<file path="src/rtl/store_buffer_pkg.sv">
// Shared types and constants for the MEM-stage posted-write store buffer.
package store_buffer_pkg;
  localparam int SB_AW      = 30;
  localparam int SB_DEPTH   = 4;
  localparam int SB_ENTRY_W = SB_AW + 32 + 4;

  typedef enum logic [1:0] {
    BE_SW = 2'd0,
    BE_SH = 2'd1,
    BE_SB = 2'd2
  } st_op_e;

  typedef struct packed {
    logic [SB_AW-1:0] addr;
    logic [31:0]      data;
    logic [3:0]       be;
  } sb_entry_t;

  // Replicate the low half/byte across all lanes so the byte enables pick the right one.
  function automatic logic [31:0] lane_data(input logic [1:0] op, input logic [31:0] d);
    case (op)
      BE_SH:   return {2{d[15:0]}};
      BE_SB:   return {4{d[7:0]}};
      default: return d;
    endcase
  endfunction
endpackage

</file>
<file path="src/rtl/store_buffer_if.sv">
// Store, load-probe and data-memory bus signals of the store buffer.
interface store_buffer_if;
  import store_buffer_pkg::*;
  logic             st_valid;
  logic [31:0]      st_addr;
  logic [31:0]      st_data;
  logic [1:0]       st_op;
  logic [3:0]       st_be;
  logic             st_full;
  logic             ld_valid;
  logic [31:0]      ld_addr;
  logic             ld_hazard;
  logic             mem_req;
  logic [SB_AW-1:0] mem_addr;
  logic [31:0]      mem_wdata;
  logic [3:0]       mem_be;
  logic             mem_ack;
  logic             sb_empty;

  modport slave (
    input  st_valid, st_addr, st_data, st_op, st_be, ld_valid, ld_addr, mem_ack,
    output st_full, ld_hazard, mem_req, mem_addr, mem_wdata, mem_be, sb_empty
  );
  modport master (
    output st_valid, st_addr, st_data, st_op, st_be, ld_valid, ld_addr, mem_ack,
    input  st_full, ld_hazard, mem_req, mem_addr, mem_wdata, mem_be, sb_empty
  );
endinterface

</file>
<file path="src/rtl/sbuf_fifo.sv">
// Circular FIFO with occupancy count; exports all slots plus a per-slot valid vector.
module sbuf_fifo #(
  parameter int DEPTH = 4,
  parameter int W     = 66
) (
  input  logic                        clk,
  input  logic                        rst,
  input  logic                        push_i,
  input  logic [W-1:0]                din_i,
  input  logic                        pop_i,
  output logic [W-1:0]                head_o,
  output logic [$clog2(DEPTH):0]      count_o,
  output logic [DEPTH-1:0]            vld_o,
  output logic [DEPTH-1:0][W-1:0]     ent_o
);
  localparam int PW = $clog2(DEPTH);
  localparam int CW = PW + 1;

  logic [DEPTH-1:0][W-1:0] mem_q;
  logic [PW-1:0]           wr_q, wr_d, rd_q, rd_d;
  logic [CW-1:0]           cnt_q, cnt_d;
  logic                    do_push, do_pop;

  // A full buffer refuses the push even when the head pops in the same cycle.
  assign do_push = push_i && (cnt_q != CW'(DEPTH));
  assign do_pop  = pop_i && (cnt_q != '0);

  always_comb begin
    wr_d  = wr_q + PW'(do_push);
    rd_d  = rd_q + PW'(do_pop);
    cnt_d = cnt_q;
    case ({do_push, do_pop})
      2'b10:   cnt_d = cnt_q + 1'b1;
      2'b01:   cnt_d = cnt_q - 1'b1;
      default: cnt_d = cnt_q;
    endcase
  end

  always_ff @(posedge clk or posedge rst) begin
    if (rst) begin
      wr_q  <= '0;
      rd_q  <= '0;
      cnt_q <= '0;
      mem_q <= '0;
    end else begin
      wr_q  <= wr_d;
      rd_q  <= rd_d;
      cnt_q <= cnt_d;
      if (do_push) mem_q[wr_q] <= din_i;
    end
  end

  // Slot g is live when its distance from the read pointer is below the count.
  for (genvar g = 0; g < DEPTH; g++) begin : g_vld
    wire [PW-1:0] off = PW'(g) - rd_q;
    assign vld_o[g] = {1'b0, off} < cnt_q;
  end

  assign head_o  = mem_q[rd_q];
  assign count_o = cnt_q;
  assign ent_o   = mem_q;
endmodule

</file>
<file path="src/rtl/store_buffer.sv">
// Posted-write store buffer: lane replication, FIFO queueing, memory drain, load hazard detect.
module store_buffer
  import store_buffer_pkg::*;
#(
  parameter int DEPTH = SB_DEPTH
) (
  input  logic          clk,
  input  logic          rst,
  store_buffer_if.slave sb
);
  localparam int CW = $clog2(DEPTH) + 1;

  sb_entry_t                        st_ent, head;
  logic [SB_ENTRY_W-1:0]            head_vec;
  logic [DEPTH-1:0][SB_ENTRY_W-1:0] ent;
  logic [DEPTH-1:0]                 vld, hit;
  logic [CW-1:0]                    cnt;
  logic                             push, pop;
  logic                             unused_lo;

  assign push   = sb.st_valid && (sb.st_be != 4'b0);
  assign pop    = sb.mem_ack && sb.mem_req;
  assign st_ent = '{addr: sb.st_addr[31:2], data: lane_data(sb.st_op, sb.st_data), be: sb.st_be};

  sbuf_fifo #(.DEPTH(DEPTH), .W(SB_ENTRY_W)) u_fifo (
    .clk     (clk),
    .rst     (rst),
    .push_i  (push),
    .din_i   (st_ent),
    .pop_i   (pop),
    .head_o  (head_vec),
    .count_o (cnt),
    .vld_o   (vld),
    .ent_o   (ent)
  );

  assign head         = sb_entry_t'(head_vec);
  assign sb.mem_req   = (cnt != '0);
  assign sb.sb_empty  = (cnt == '0);
  assign sb.st_full   = (cnt == CW'(DEPTH));
  assign sb.mem_addr  = head.addr;
  assign sb.mem_wdata = head.data;
  assign sb.mem_be    = head.be;

  // Word-granular match only; byte-lane overlap is deliberately not examined.
  for (genvar g = 0; g < DEPTH; g++) begin : g_hit
    sb_entry_t e;
    assign e      = sb_entry_t'(ent[g]);
    assign hit[g] = vld[g] && (e.addr == sb.ld_addr[31:2]);
  end

  assign sb.ld_hazard = sb.ld_valid && (|hit);
  assign unused_lo    = ^{sb.st_addr[1:0], sb.ld_addr[1:0]};
endmodule
</file>
<file path="src/flat_wrapper.sv">
// flat-port wrapper written by rule: the top's interface ports become plain ports
module store_buffer_flat import store_buffer_pkg::*;
#(
  parameter int DEPTH = SB_DEPTH
)
  (clk, rst, sb_st_valid, sb_st_addr, sb_st_data, sb_st_op, sb_st_be, sb_ld_valid, sb_ld_addr, sb_mem_ack, sb_st_full, sb_ld_hazard, sb_mem_req, sb_mem_addr, sb_mem_wdata, sb_mem_be, sb_sb_empty);
  store_buffer_if sb_i ();
  input  logic clk;
  input  logic rst;
  input wire logic [$bits(sb_i.st_valid)-1:0] sb_st_valid;
  input wire logic [$bits(sb_i.st_addr)-1:0] sb_st_addr;
  input wire logic [$bits(sb_i.st_data)-1:0] sb_st_data;
  input wire logic [$bits(sb_i.st_op)-1:0] sb_st_op;
  input wire logic [$bits(sb_i.st_be)-1:0] sb_st_be;
  input wire logic [$bits(sb_i.ld_valid)-1:0] sb_ld_valid;
  input wire logic [$bits(sb_i.ld_addr)-1:0] sb_ld_addr;
  input wire logic [$bits(sb_i.mem_ack)-1:0] sb_mem_ack;
  output wire logic [$bits(sb_i.st_full)-1:0] sb_st_full;
  output wire logic [$bits(sb_i.ld_hazard)-1:0] sb_ld_hazard;
  output wire logic [$bits(sb_i.mem_req)-1:0] sb_mem_req;
  output wire logic [$bits(sb_i.mem_addr)-1:0] sb_mem_addr;
  output wire logic [$bits(sb_i.mem_wdata)-1:0] sb_mem_wdata;
  output wire logic [$bits(sb_i.mem_be)-1:0] sb_mem_be;
  output wire logic [$bits(sb_i.sb_empty)-1:0] sb_sb_empty;
  assign sb_i.st_valid = sb_st_valid;
  assign sb_i.st_addr = sb_st_addr;
  assign sb_i.st_data = sb_st_data;
  assign sb_i.st_op = sb_st_op;
  assign sb_i.st_be = sb_st_be;
  assign sb_i.ld_valid = sb_ld_valid;
  assign sb_i.ld_addr = sb_ld_addr;
  assign sb_i.mem_ack = sb_mem_ack;
  assign sb_st_full = sb_i.st_full;
  assign sb_ld_hazard = sb_i.ld_hazard;
  assign sb_mem_req = sb_i.mem_req;
  assign sb_mem_addr = sb_i.mem_addr;
  assign sb_mem_wdata = sb_i.mem_wdata;
  assign sb_mem_be = sb_i.mem_be;
  assign sb_sb_empty = sb_i.sb_empty;
  store_buffer #(.DEPTH(DEPTH)) u_core (.clk(clk), .rst(rst), .sb(sb_i));
endmodule
</file>
<file path="config.mk">
export PLATFORM = sky130hd
export DESIGN_NAME = store_buffer_flat
export DESIGN_NICKNAME = d
export VERILOG_FILES = /design/src/rtl/store_buffer_pkg.sv /design/src/rtl/store_buffer_if.sv /design/src/rtl/sbuf_fifo.sv /design/src/rtl/store_buffer.sv /design/src/flat_wrapper.sv
export SDC_FILE = /design/constraint.sdc
export NUM_CORES = 1
export LEC_CHECK = 0
export ABC_AREA = 1
export CORE_AREA = 4 4 162 180
export DETAILED_ROUTE_END_ITERATION = 8
export DIE_AREA = 0 0 166 184
export PLACE_DENSITY = 0.8
export SYNTH_ARGS = -nofsm -noshare
export SYNTH_HDL_FRONTEND = slang
export SYNTH_HIERARCHICAL = 1
export SYNTH_SLANG_ARGS = --single-unit
</file>
<file path="constraint.sdc">
create_clock -name clk -period 13.7 [get_ports clk]
set_clock_uncertainty 0.05 [all_clocks]
set_input_delay 4.11 -clock clk [delete_from_list [all_inputs] [get_ports clk]]
set_output_delay 4.11 -clock clk [all_outputs]
set_load 0.05 [all_outputs]
</file>
==> flow_metrics.tcl, run 1 <==
set metrics [dict create \
    post_cts_hold_buffer_count 0 \
    routabilityCongestion 0.993 \
    max-cap-violations 0 \
    tightest_slew_ns 1.08 \
    cts.path.max_buffers 3 \
    cts-root-buf "clkbuf_16" \
    grt_setup_unrepaired "no" \
    synth_area_leader_cell "dfrtp_1" \
    cp.arrival_ns 6.71 \
    path_clk_slew_ns 0.06 \
    setup_total_negative_slack_ns 0 \
    vias 15500 \
    worst_skew_pair.late_latency_ns 0.56 \
    holdWs_ns 0.422 \
    wl_per_cell_um 19.9 \
    cts_made_buffers 28 \
    cts_repair_resize_count 0 \
    rr_worst_depth 6 \
    timing_max_transition_violations_final 0 \
    crit_required_ns 9.54 \
    slew_headroom_pct 27.8 \
    chain_of_cells_forming_the_critical_path "clkdlybuf4s50_1, xnor2_1, nand2_1, nor2_1, nand2_1, nor2_1, nand2_1, nand2_1, nor2_1, nor2_1, clkdlybuf4s50_1" \
    hold_violations 0 \
    power.density_nw_per_um2 270 \
    per_cell_via_count_in_the_routed_design 5.88 \
    status "completed" \
    min_period_over_period_pct 79.3 \
    cts_setup_buffers 0 \
    placement.io_buffers 172 \
    place_worst_setup_slack_ns 2.85 \
    globalRouteOverflowTotal 0 \
    cp-end-kind "output pin" \
    final.min_clock_period_ns 10.87 \
    global_route.usage.total_pct 33.6 \
    design.final.nets 2373 \
    die_width_um 166 \
    worst_slack_ns 2.83 \
    largest_net_degree_at_the_start_of_global_routing 171 \
    async_flop_share_pct 100 \
    start_kind "primary input" \
    drt_iter0_markers 2124 \
    cp_num_buf_inv 2 \
    syn_nets 2305 \
    achievable-frequency_ghz 0.0920 \
    crit_path_largest_cell_delay_ns 0.80 \
    detail_route.first_pass.iterations 6 \
    holdCritPathClass "flop to flop" \
    h-tree-depth 1 \
    post_detailed_placement_half_perimeter_wirelength_mm 32.0 \
    cts_tree "built" \
    cts_sinks 271 \
    synth-seq-cells 271 \
    floorplan.core_area_um2 27500 \
    yosysUniqueCellTypes 29 \
    rows 64 \
    synth_top_area_share_pct 44.1 \
    ys_top_cells_by_count "nand2_1 (1098), nand4_1 (344), dfrtp_1 (271)" \
    synth_edf_count 0 \
    drcViolationCount 0 \
    synthCells 2188 \
    synth.cell_area_um2 15400 \
    post_synth.cell_area_avg_um2 7.03 \
    ys_top_cells_by_area "dfrtp_1 (44%), nand2_1 (27%), nand4_1 (14%)" \
    criticalPathCategory "primary input to output pin" \
    fp.dieArea_um2 30500 \
    ant_nets 0 \
    worstHoldPathCells 2 \
    timing.reg2reg.setup_slack_ns 10.24 \
    synth_sequential_area_ratio_pct 44.1 \
    ys_warn_count 6 \
    largest_delay_share_family_worst_path "buffers and inverters" \
    timing.final.setup_violations 0 \
    worst-path-stages 11 \
    total_leakage_power_nw 9.13 \
    first_global_vias 15200 \
    synth_flop_cell "dfrtp_1" \
    initial_core_util_pct 56.0 \
    worst_voltage_drop_across_the_vdd_grid_v 0.000222 \
    final_layout_size_suffix_gt1_share_pct 4.92 \
    dominant_cell_by_count_in_the_synthesized_netlist "nand2_1" \
    grt_first_pass_wirelength_mm 82.7 \
    worstPathMaxFanout 5 \
    slowest_stage "clkdlybuf4s50_1" \
    stdcell_area_um2 18000 \
    die_height_um 184 \
    place_area_um2 17100 \
    area.growth.synth_to_final_pct 17.3 \
    io_pins 177 \
    grt_antenna_before_repair 2 \
    routed_wl_mm 52.5 \
]
[tightest hold or removal path, cell delays in order, from the launching register on]
cell,delay (ns)
dfrtp_1,0.34
nand2_1,0.05
nand2_1,0.05
[worst paths after layout]
path / end / startpoint
min in group asynchronous: u_core/u_fifo/ent_o[7]$_DFFE_PP0P_ / rst
max in group asynchronous: u_core/u_fifo/ent_o[171]$_DFFE_PP0P_ / rst
min reg2reg: u_core/u_fifo/ent_o[9]$_DFFE_PP0P_ / u_core/u_fifo/ent_o[9]$_DFFE_PP0P_
max: sb_ld_hazard / sb_ld_addr[26]
max reg2reg: u_core/u_fifo/ent_o[178]$_DFFE_PP0P_ / u_core/u_fifo/count_o[0]$_DFFE_PP0P_
min: u_core/u_fifo/ent_o[9]$_DFFE_PP0P_ / u_core/u_fifo/ent_o[9]$_DFFE_PP0P_
[sequential cells by signal, summed over array words and instances, names as in the netlist]
signal and cells:
u_core/u_fifo/count_o 3, u_core/u_fifo/ent_o 264, u_core/u_fifo/rd_q 2, u_core/u_fifo/wr_q 2
[cell type report]
class                   instances  area (um^2)
diodes                          2         5.00
clock buffers                  37          796
clock inverters                13          133
fillers                      2422         9420
inverters                     164          626
multi-input cells            1602         7390
flip-flops and latches        271         6780
well taps                     363          454
repair buffers                189         1860
[power breakdown]
group          internal [W]  leakage [nW]  total (W)  switching [W]
Combinational      0.000764          5.27    0.00262        0.00186
Sequential          0.00116          3.43    0.00147       0.000310
Clock              0.000445         0.436   0.000775       0.000330
[cell usage in the layout, fill, tap and decap left out, types with 2 or more instances in the layout]
cell type and instances:
a21oi_1 2, nand3_1 4, inv_2 29, o21ai_1 5
nand3_2 4, clkdlybuf4s50_1 172, clkbuf_1 4, o21ai_0 14
nand2_1 1098, xnor2_1 38, clkbuf_16 29, clkbuf_8 4
clkinv_2 6, nand2_2 2, dfrtp_1 271, ha_1 9
nand4_1 344, nor2_1 49, a32oi_1 8, nor2_4 6
clkinvlp_4 7, xor2_1 6, buf_4 16, nor2_2 2
bufinv_16 2, inv_1 121, diode_2 2, a21boi_0 3
clkinv_1 11
[metal layers]
layer  vias to the layer above  part of all wire [%]  global-route usage [%]
met5                         -                 0.038                       0
met4                         2                   4.4                    14.6
met3                       160                   9.9                    5.76
met2                       923                    48                    57.1
met1                      7212                    38                    42.9
li1                       7230                     -                       -
[through the flow]
stage / cells / util (%) / power (W)
final: 2641 / 65.7 / 0.00487
after global routing: 2640 / 65.7 / 0.00514
after CTS: 2639 / 65.7 / 0.00484
after detailed placement: 2589 / 62.3 / 0.00405
after global placement: 2589 / 62.3 / 0.00399
after floorplan: 2188 / - / 0.00317
[kinds of logic after synthesis]
logic type                 after synthesis  synth area share [%]
buffers and inverters                  315                  8.41
AOI/OAI and AO/OA                       35                  1.46
DFF                                    271                  44.1
adders and majority gates               10                 0.862
and+or+nand+nor                       1513                  42.7
xor gates and xnor gates                44                  2.50
Note: power is estimated with default switching activity, not from simulation.
==> run 2: changes to the inputs <==
--- a/config.mk
+++ b/config.mk
@@ -6,10 +6,10 @@
 export NUM_CORES = 1
 export LEC_CHECK = 0
 export ABC_AREA = 1
-export CORE_AREA = 4 4 162 180
+export CORE_AREA = 4 4 170 188
 export DETAILED_ROUTE_END_ITERATION = 8
-export DIE_AREA = 0 0 166 184
-export PLACE_DENSITY = 0.8
+export DIE_AREA = 0 0 174 192
+export PLACE_DENSITY = 0.77
 export SYNTH_ARGS = -nofsm -noshare
 export SYNTH_HDL_FRONTEND = slang
 export SYNTH_HIERARCHICAL = 1
==> constraint.sdc (replaced) <==
create_clock -name clk -period 9.1 [get_ports clk]
set_clock_uncertainty 0.05 [all_clocks]
set_input_delay 2.73 -clock clk [delete_from_list [all_inputs] [get_ports clk]]
set_output_delay 2.73 -clock clk [all_outputs]
set_load 0.05 [all_outputs]
==> run 2 against run 1 <==
  * Sequential share of layout area down 0.11 points
  * First-iteration DRC count fell by 15%
  * Critical path depth unchanged
  * Wire length up 1.4%
  * Sequential cell count unchanged
  * Critical path type unchanged
  * Largest cell class unchanged
  * Highest routed layer unchanged
==> flow_metrics.tcl, run 2 (synthesized netlist as in run 1, its figures left out) <==
set metrics [dict create \
    drt_iter0_markers 1801 \
    grt_antenna_before_repair 2 \
    crit_required_ns 6.32 \
    fill_cells 2797 \
    global_route.usage.total_pct 30.9 \
    stdcell_area_um2 18100 \
    initial_core_util_pct 51.0 \
    most_frequent_standard_cell_in_the_layout_excluding_fill_and_tap_cells "nand2_1" \
    rr_worst_depth 7 \
    path_clk_slew_ns 0.06 \
    io_pins 177 \
    tightest_slew_ns 1.09 \
    cp.arrival_ns 5.31 \
    hold_violations 0 \
    start_kind "primary input" \
    placement.io_buffers 172 \
    final.min_clock_period_ns 8.09 \
    timing.final.setup_violations 0 \
    floorplan.core_area_um2 30200 \
    holdCritPathClass "flop to flop" \
    slew_headroom_pct 27.6 \
    leading_cell_types_in_the_layout_fill_and_taps_excluded "nand2_1 (1098), nand4_1 (344), dfrtp_1 (271)" \
    worst_voltage_drop_across_the_vdd_grid_v 0.000290 \
    ant_nets 0 \
    worstHoldPathCells 2 \
    insertedDiodeCount 0 \
    h-tree-depth 1 \
    setup_total_negative_slack_ns 0 \
    largest_net_degree_at_the_start_of_global_routing 162 \
    cts_tree "built" \
    cts.path.max_buffers 3 \
    crit_path_largest_cell_delay_ns 0.80 \
    timing_max_transition_violations_final 0 \
    status "completed" \
    power.density_nw_per_um2 408 \
    total_leakage_power_nw 9.18 \
    first_global_vias 14800 \
    post_layout_total_power_w 0.00738 \
    cts_setup_buffers 0 \
    worstPathMaxFanout 5 \
    worst_slack_ns 1.01 \
    timing.reg2reg.setup_slack_ns 5.01 \
    r2r-end "u_core/u_fifo/ent_o[110]$_DFFE_PP0P_" \
    post_detailed_placement_half_perimeter_wirelength_mm 32.2 \
    die_height_um 192 \
    chain_of_cells_forming_the_critical_path "clkdlybuf4s50_1, xnor2_1, nand2_1, nor2_1, nand2_1, nor2_1, nand2_1, nand2_1, nor2_1, nor2_1, clkdlybuf4s50_1" \
    drcViolationCount 0 \
    fp.dieArea_um2 33400 \
    criticalPathCategory "primary input to output pin" \
    vias 15500 \
    design.final.nets 2376 \
    cts-root-buf "clkbuf_16" \
    hold_start "u_core/u_fifo/ent_o[198]$_DFFE_PP0P_" \
    max_ffs_per_register 264 \
    area.growth.synth_to_final_pct 17.6 \
    final_layout_size_suffix_gt1_share_pct 5.00 \
    regToRegStartpoint "u_core/u_fifo/count_o[0]$_DFFE_PP0P_" \
    cts_sinks 271 \
    place_worst_setup_slack_ns 1.03 \
    cts_made_buffers 30 \
    grt_first_pass_wirelength_mm 82.4 \
    startpoint "sb_ld_addr[26]" \
    post_cts_hold_buffer_count 0 \
    die_width_um 174 \
    cp-end-kind "output pin" \
    globalRouteOverflowTotal 0 \
    worst_skew_pair.late_latency_ns 0.56 \
    whs_endpoint "u_core/u_fifo/ent_o[198]$_DFFE_PP0P_" \
    routabilityCongestion 1.03 \
    grt_setup_unrepaired "no" \
    place_area_um2 17100 \
    final_core_util_pct 60.0 \
    detail_route.first_pass.iterations 6 \
    min_period_over_period_pct 88.9 \
    achievable-frequency_ghz 0.124 \
    routed_wl_mm 53.3 \
    cts_repair_resize_count 0 \
    per_cell_via_count_in_the_routed_design 5.83 \
    wl_per_cell_um 20.0 \
    slowest_stage "clkdlybuf4s50_1" \
    rows 67 \
    max-cap-violations 0 \
]
-- run 2: final cells by class --
cell class              instances  area, um^2  area share (%)
multi-input cells            1602        7390            40.8
inverters                     164         621            3.43
repair buffers                190        1870            10.3
clock inverters                10        78.8           0.435
clock buffers                  44         885            4.89
well taps                     379         474            2.62
flip-flops and latches        271        6780            37.5
-- run 2: worst max-delay path by stage --
stage / depth (start not counted) / slack (ns) / to
2_1_floorplan: 10 / 2.25 / sb_ld_hazard
3_3_place_gp: 11 / 1.04 / sb_ld_hazard
3_5_place_dp: 11 / 1.03 / sb_ld_hazard
4_1_cts: 11 / 1.02 / sb_ld_hazard
5_1_grt: 11 / 0.95 / sb_ld_hazard
6_report: 11 / 1.01 / sb_ld_hazard
-- run 2: routing by layer --
layer	global-route usage [%]	up-vias	routed length [um]
met2	52.4	786	26000
met1	41.0	7376	21000
met4	11.7	4	1880
met5	0	-	28
met3	3.58	134	4390
li1	-	7218	-
-- run 2: worst max-delay path: cells and delay by family --
| kind | cells | cell delay, ns |
|---|---|---|
| buffers and inverters | 2 | 1.36 |
| xor gates and xnor gates | 1 | 0.43 |
| and+or+nand+nor | 8 | 0.77 |
-- run 2: per-stage QoR --
stage / std cells / hold WS (ns)
after floorplan: 2188 / 0.392
after global placement: 2606 / 0.403
after detailed placement: 2606 / 0.408
after CTS: 2660 / 0.423
after global routing: 2660 / 0.436
final: 2660 / 0.420
-- run 2: power by group --
part | total [W] | leakage, nW | switching [W] | internal [W]
clock network | 0.00120 | 0.483 | 0.000506 | 0.000697
logic | 0.00396 | 5.27 | 0.00281 | 0.00115
registers | 0.00222 | 3.43 | 0.000463 | 0.00175
total | 0.00738 | 9.18 | 0.00378 | 0.00360
==> run 3: changes to the inputs <==
--- a/config.mk
+++ b/config.mk
@@ -6,9 +6,11 @@
 export NUM_CORES = 1
 export LEC_CHECK = 0
 export ABC_AREA = 1
+export CAP_MARGIN = 0
 export CORE_AREA = 4 4 170 188
 export DETAILED_ROUTE_END_ITERATION = 8
 export DIE_AREA = 0 0 174 192
+export GPL_ROUTABILITY_DRIVEN = 0
 export PLACE_DENSITY = 0.77
 export SYNTH_ARGS = -nofsm -noshare
 export SYNTH_HDL_FRONTEND = slang
==> run 3 against run 2 <==
  * Maximum frequency about the same
  * Largest cell class unchanged
  * Highest routed layer unchanged
  * Clock power about the same
  * Sequential power about the same
  * Critical path type unchanged
==> flow_metrics.tcl, run 3 (synthesized netlist as in run 1, its figures left out) <==
set metrics [dict create \
    status "completed" \
    crit_required_ns 6.32 \
    worst_slack_ns 1.01 \
    criticalPathCategory "primary input to output pin" \
    footprint_of_the_multi_input_gates_um2 7390 \
    worstHoldPathCells 2 \
    cts_repair_resize_count 0 \
    rr_worst_depth 6 \
    vias 15600 \
    timing.reg2reg.setup_slack_ns 5.61 \
    per_cell_via_count_in_the_routed_design 5.87 \
    wl_per_cell_um 19.6 \
    timing_max_transition_violations_final 0 \
    setup_total_negative_slack_ns 0 \
    path_clk_slew_ns 0.06 \
    cts_setup_buffers 0 \
    fill_cells 2706 \
    routed_wl_mm 52.2 \
    sequential_cell_area_um2 6780 \
    hold_violations 0 \
    final_layout_size_suffix_gt1_share_pct 4.96 \
    hold_start "u_core/u_fifo/ent_o[225]$_DFFE_PP0P_" \
    holdWs_ns 0.421 \
    min_period_over_period_pct 88.9 \
    rows 67 \
    final.min_clock_period_ns 8.09 \
    first_global_vias 15200 \
    most_frequent_standard_cell_in_the_layout_excluding_fill_and_tap_cells "nand2_1" \
    power.density_nw_per_um2 406 \
    cts_tree "built" \
    regToRegStartpoint "u_core/u_fifo/count_o[0]$_DFFE_PP0P_" \
    cts-root-buf "clkbuf_16" \
    worst_voltage_drop_across_the_vdd_grid_v 0.000318 \
    slew_headroom_pct 20.5 \
    ant_nets 0 \
    floorplan.core_area_um2 30200 \
    io_pins 177 \
    design.final.nets 2376 \
    max-cap-violations 0 \
    achievable-frequency_ghz 0.124 \
    leading_cell_types_in_the_layout_fill_and_taps_excluded "nand2_1 (1098), nand4_1 (344), dfrtp_1 (271)" \
    whs_endpoint "u_core/u_fifo/ent_o[225]$_DFFE_PP0P_" \
    post_cts_hold_buffer_count 0 \
    worst_skew_pair.late_latency_ns 0.56 \
    largest_net_degree_at_the_start_of_global_routing 163 \
    area.growth.synth_to_final_pct 17.6 \
    drcViolationCount 0 \
    detail_route.first_pass.iterations 6 \
    max_ffs_per_register 264 \
    post_layout_total_power_w 0.00735 \
    grt_antenna_before_repair 3 \
    final_core_util_pct 59.9 \
    die_width_um 174 \
    cts.path.max_buffers 3 \
    h-tree-depth 1 \
    die_height_um 192 \
    holdCritPathClass "flop to flop" \
    start_kind "primary input" \
    placement.io_buffers 172 \
    cts_made_buffers 30 \
    grt_setup_unrepaired "no" \
    initial_core_util_pct 51.0 \
    grt_first_pass_wirelength_mm 82.1 \
    total_leakage_power_nw 9.17 \
    worstPathMaxFanout 5 \
    cp-end-kind "output pin" \
    global_route.usage.total_pct 30.6 \
    cp.arrival_ns 5.31 \
    fp.dieArea_um2 33400 \
    drt_iter0_markers 1804 \
    tightest_slew_ns 1.19 \
    cts_sinks 271 \
    post_detailed_placement_half_perimeter_wirelength_mm 31.5 \
    globalRouteOverflowTotal 0 \
    timing.final.setup_violations 0 \
    r2r-end "u_core/u_fifo/ent_o[159]$_DFFE_PP0P_" \
    place_worst_setup_slack_ns 1.07 \
]
[run 3: worst max-delay path, stage by stage]
cell,delay [ns]
clkdlybuf4s50_1,0.56
xnor2_1,0.45
nand2_1,0.09
nor2_1,0.21
nand2_1,0.08
nor2_1,0.11
nand2_1,0.06
nand2_1,0.07
nor2_1,0.06
nor2_1,0.08
clkdlybuf4s50_1,0.80
[run 3: per-stage QoR]
| stage | std cells | instance area [um^2] |
|---|---|---|
| 6_report | 2659 | 18100 |
| 5_1_grt | 2659 | 18100 |
| 4_1_cts | 2658 | 18100 |
| 3_5_place_dp | 2606 | 17100 |
| 3_3_place_gp | 2606 | 17100 |
| 2_1_floorplan | 2188 | 15400 |
[run 3: how the worst max path moves through the flow]
stage / startpoint / endpoint
after detailed placement: sb_ld_addr[26] / sb_ld_hazard
after global placement: sb_ld_addr[26] / sb_ld_hazard
after floorplan: sb_ld_addr[24] / sb_ld_hazard
after global routing: sb_ld_addr[26] / sb_ld_hazard
after CTS: sb_ld_addr[26] / sb_ld_hazard
final: sb_ld_addr[26] / sb_ld_hazard
[run 3: area by class of cell]
class,count,area share [%]
clock buffer,42,4.79
inverter,164,3.43
multi-input combinational,1602,40.9
antenna,1,0.0138
sequential,271,37.5
clock inverter,10,0.456
tap,379,2.62
timing repair buffer,190,10.3
[run 3: power by group]
group          total (W)  leakage [nW]  internal, W  switching (W)
logic            0.00394          5.27      0.00115        0.00279
clock network    0.00118         0.475     0.000687       0.000491
registers        0.00223          3.43      0.00175       0.000475
[run 3: routing by layer]
| layer | routed length (um) | share of wire, % | up-vias | GRT usage (%) |
|---|---|---|---|---|
| met5 | 21 | 0.040 | - | 0 |
| met4 | 2720 | 5.2 | 4 | 16.1 |
| met3 | 4740 | 9.1 | 170 | 4.63 |
| met2 | 24600 | 47 | 909 | 50.7 |
| met1 | 20100 | 39 | 7304 | 38.9 |
| li1 | - | - | 7221 | - |
